**config.mk**
```make
export PLATFORM = sky130hd
export DESIGN_NAME = vsm
export DESIGN_NICKNAME = d
export VERILOG_FILES = /design/src/rtl/vsm.sv
export SDC_FILE = /design/constraint.sdc
export NUM_CORES = 1
export LEC_CHECK = 0
export CELL_PAD_IN_SITES_DETAIL_PLACEMENT = 1
export CELL_PAD_IN_SITES_GLOBAL_PLACEMENT = 1
export CORE_ASPECT_RATIO = 1.75
export CORE_MARGIN = 5
export CORE_UTILIZATION = 40
export CTS_BUF_LIST = sky130_fd_sc_hd__clkbuf_16
export DETAILED_ROUTE_END_ITERATION = 7
export GPL_ROUTABILITY_DRIVEN = 0
export PLACE_DENSITY_LB_ADDON = 0.1
export SLEW_MARGIN = 20
export SYNTH_ARGS = -nofsm -noshare
export SYNTH_HDL_FRONTEND = slang
export SYNTH_SLANG_ARGS = --single-unit
```
**constraint.sdc**
```tcl
create_clock -name clk -period 3.36 [get_ports clk]
set_input_delay 0.504 -clock clk [delete_from_list [all_inputs] [get_ports clk]]
set_output_delay 0.504 -clock clk [all_outputs]
set_load 0.02 [all_outputs]
```
**src/rtl/vsm.sv**
```systemverilog
// ---------------------------------------------------------------------------
// vsm: pipelined vector-scalar multiply-accumulate
//
// Each enabled cycle, every 8-bit lane of a is multiplied by the shared
// scalar b. The low 8 bits of each product are then added into that lane's
// 8-bit accumulator. All arithmetic is unsigned and wraps mod 256. Lanes
// never interact.
//
// Pipeline (rising clk):
//   stage 1 : capture a, b          vld_pipe[1] <= enable
//   stage 2 : register a_i*b mod 256  vld_pipe[2] <= vld_pipe[1]
//   stage 3 : acc_i += prod_i when vld_pipe[2]
//
// Ports:
//   clk     rising-edge clock
//   reset   asynchronous, active-high; clears acc, valids and data regs
//   enable  a/b form a valid term on this edge
//   a       SIZE x 8-bit operand vector, lane 0 in the LSBs
//   b       8-bit unsigned scalar shared by all lanes
//   out     SIZE x 8-bit accumulator vector, driven straight from flops
// ---------------------------------------------------------------------------

// One lane: operand capture, truncated product, accumulator.
module vsm_lane (
    input  logic       clk,
    input  logic       reset,
    input  logic       ld1,     // stage-1 load (term entering)
    input  logic       vld1,    // stage-1 holds a valid term
    input  logic       vld2,    // stage-2 holds a valid product
    input  logic [7:0] a,
    input  logic [7:0] b_q,     // shared stage-1 scalar
    output logic [7:0] acc
);
    logic [7:0] a_q;
    logic [7:0] prod_q;

    // Stage 1: data regs only move when a term enters, which keeps
    // them quiet while enable is low.
    always_ff @(posedge clk or posedge reset) begin
        if (reset)    a_q <= '0;
        else if (ld1) a_q <= a;
    end

    // Stage 2: an 8x8 multiply in an 8-bit context keeps only the low
    // byte, which is exactly the mod-256 product we need.
    always_ff @(posedge clk or posedge reset) begin
        if (reset)     prod_q <= '0;
        else if (vld1) prod_q <= a_q * b_q;
    end

    // Stage 3: silent wrap, no saturation.
    always_ff @(posedge clk or posedge reset) begin
        if (reset)     acc <= '0;
        else if (vld2) acc <= acc + prod_q;
    end
endmodule

module vsm #(
    parameter int SIZE = 3
) (
    input  logic              clk,
    input  logic              reset,
    input  logic              enable,
    input  logic [8*SIZE-1:0] a,
    input  logic [7:0]        b,
    output logic [8*SIZE-1:0] out
);
    localparam int STAGES = 2;

    logic [STAGES:1]       vld_pipe;
    logic [7:0]            b_q;
    logic [SIZE-1:0][7:0]  a_v;
    logic [SIZE-1:0][7:0]  acc_v;

    assign a_v = a;
    assign out = acc_v;

    // Valid shift register; reset discards every in-flight term.
    always_ff @(posedge clk or posedge reset) begin
        if (reset) vld_pipe <= '0;
        else       vld_pipe <= {vld_pipe[STAGES-1:1], enable};
    end

    always_ff @(posedge clk or posedge reset) begin
        if (reset)       b_q <= '0;
        else if (enable) b_q <= b;
    end

    for (genvar i = 0; i < SIZE; i++) begin : g_lane
        vsm_lane u_lane (
            .clk   (clk),
            .reset (reset),
            .ld1   (enable),
            .vld1  (vld_pipe[1]),
            .vld2  (vld_pipe[2]),
            .a     (a_v[i]),
            .b_q   (b_q),
            .acc   (acc_v[i])
        );
    end
endmodule

```
==> out/qor.yml <==
status: "complete, but fails checks"
failed_checks: "setup timing"
grt_pass1_wl_um: 26000
maxSlewViolCount: 0
setup_viol: 6
cpLargestDelayFamily: "adder cells"
finalPower_mw: 6.82
fin_area_sq_um: 8290
final_nets: 886
die_h_um: 179
grtUsageTotal_pct: 17.1
crit_type: "register to register"
fmax_mhz: 282
detail-route-antenna-nets: 0
setup_tns_ps: -939
syn_inst: 631
timing.hold.ws_ps: 468
ys_top_cells_by_count: "inv_1 (89), dfrtp_1 (82), ha_1 (69), and2_1 (66), mux2_2 (56)"
wire_per_inst_um: 15.9
ys_seq_elements: 82
portBuffers: 58
grt_max_degree: 51
crit_chain: "buf_12 -> buf_4 -> and2_4 -> fa_2 -> inv_2 -> fa_1 -> fa_1 -> fa_2 -> inv_2 -> ha_4 -> a21oi_2 -> xnor2_1 -> xnor2_1 -> a21oi_1"
fin_util_pct: 52.0
post-place-ws_ps: -380
grt-ovfl-total: 0
hold_viol: 0
synth_nets: 774
clkSlewWorstSetupHoldPaths_ps: 60
row_count: 61
synth_most_common_cell: "inv_1"
finalClockSkew_ps: 9.13
initialDrtViolationCount: 85
netlist_area_sq_um: 6490
cts_sinks: 82
antenna_found_initial: 0
tritoncts: "done"
worst_slack_ps: -185
dieArea_sq_um: 19000
post-route-min-period_ps: 3550
postSynthAreaPerCell_sq_um: 10.3
crit_required_ps: 3580
synth-warning-count: 0
max_cap_violations: 0
cp.arrival_ps: 3760
slew_headroom_pct: 59.5
synth.distinct_cells: 29
finalWirelength_um: 14900
synth_area_leaders: "dfrtp_1 (32%), ha_1 (13%), fa_1 (12%)"
layout_worst_path_cycle_share_pct: 106
drt-vias-per-instance: 5.00
htree_levels: 3
yosysTopAreaCellShare_pct: 31.6
hpwl_um: 12100
critPathSlowestCell: "fa_2"
synthFlopType: "dfrtp_1"
dp.cells: 910
drive_above_1_share_pct: 26.5
hold_class: "register to register"
cp-start-kind: "register"
cts_buffers: 9
drt-pass1-iter-count: 4
rsz0062_at_grt: "yes"
worstSetupEndpointType: "register"
ys_seq_area_share_pct: 31.6
die_w_um: 106
core_sq_um: 16000
synth-edff-count: 0
syn_to_final_growth_pct: 27.8
clk_latency_ps: 340
clock_path_buffers: 2
drc_errors: 0
slowest_delay_ps: 540
path_max_fanout: 7
cp_num_buf_inv: 4
power_density_nw_per_um2: 822
io_pins: 59
vias: 4686
first_global_vias: 5456
leakage_nw: 3.83
worstMarginPinSlew_ps: 607
cts_hold_buffers: 0
start_util_pct: 40.7
cts_root_buf: "clkbuf_16"
synthArstFlopShare_pct: 100
synth_area_leader_cell: "dfrtp_1"
finalNonFillerCells: 937
diodes: 0
ir_drop_uv: 309
dpl-instance-area_sq_um: 7780
-- final timing paths --
path	depth (start not counted)	endpoint	slack (ps)	start
min	1	g_lane[0].u_lane.acc[7]$_DFFE_PP0P_	470	g_lane[0].u_lane.acc[7]$_DFFE_PP0P_
max	14	g_lane[1].u_lane.prod_q[7]$_DFFE_PP0P_	-190	b_q[3]$_DFFE_PP0P_
min reg2reg	1	g_lane[0].u_lane.acc[7]$_DFFE_PP0P_	470	g_lane[0].u_lane.acc[7]$_DFFE_PP0P_
max reg2reg	14	g_lane[1].u_lane.prod_q[7]$_DFFE_PP0P_	-190	b_q[3]$_DFFE_PP0P_
max in group asynchronous	3	g_lane[0].u_lane.prod_q[2]$_DFFE_PP0P_	2150	reset
min in group asynchronous	2	g_lane[2].u_lane.a_q[2]$_DFFE_PP0P_	540	reset
-- area by class of cell --
class	instances	area (sq um)
Fill cell	1759	7660
Multi-Input combinational cell	440	4230
Sequential cell	82	2060
Timing Repair Buffer	121	1110
Inverter	89	335
Tap cell	189	236
Clock buffer	9	225
Clock inverter	7	93.8
-- state kept, by name, indices dropped and copies added, names as in the netlist --
signal	count
b_q	8
g_lane.u_lane.a_q	24
g_lane.u_lane.acc	24
g_lane.u_lane.prod_q	24
vld_pipe	2
-- metal layers --
layer	vias to the layer above	global-route usage [%]	share of wire, %
met4	0	4.70	1.3
met2	56	34.6	59
met1	2358	17.9	38
li1	2257	-	-
met3	15	2.57	2.3
met5	-	0	0
-- power by group --
group	internal, mW	total, mW	switching [mW]
Sequential	1.31	1.58	0.265
Combinational	2.21	4.17	1.95
Clock	0.651	1.07	0.419
-- repair_timing --
item / CTS / global route
buffers inserted: 8 / 3
setup endpoints to repair: 7 / 7
pin swaps: 18 / 28
gates resized for setup: 19 / 13
-- kinds of logic after synthesis --
group | count (synthesis) | synth area share, %
AND/OR/NAND/NOR | 144 | 11.5
buffers and inverters | 109 | 6.50
adder cells (fa/ha/maj) | 108 | 25.3
flip-flops | 82 | 31.6
AO/OA/AOI/OAI | 72 | 7.11
XOR/XNOR | 60 | 8.21
multiplexers | 56 | 9.72
-- layout by cell type, fill, tap and decap left out, types with 12 or more instances in the layout --
| master | instances |
|---|---|
| buf_4 | 57 |
| xnor2_1 | 51 |
| clkdlybuf4s50_1 | 58 |
| fa_1 | 28 |
| dfrtp_1 | 78 |
| and2_1 | 55 |
| a21oi_1 | 17 |
| nand2_1 | 43 |
| o21ai_0 | 12 |
| ha_1 | 58 |
| a21o_1 | 12 |
| inv_2 | 14 |
| o21a_1 | 12 |
| mux2_2 | 56 |
| inv_1 | 75 |
No activity file was read; power rests on OpenSTA's default activity.
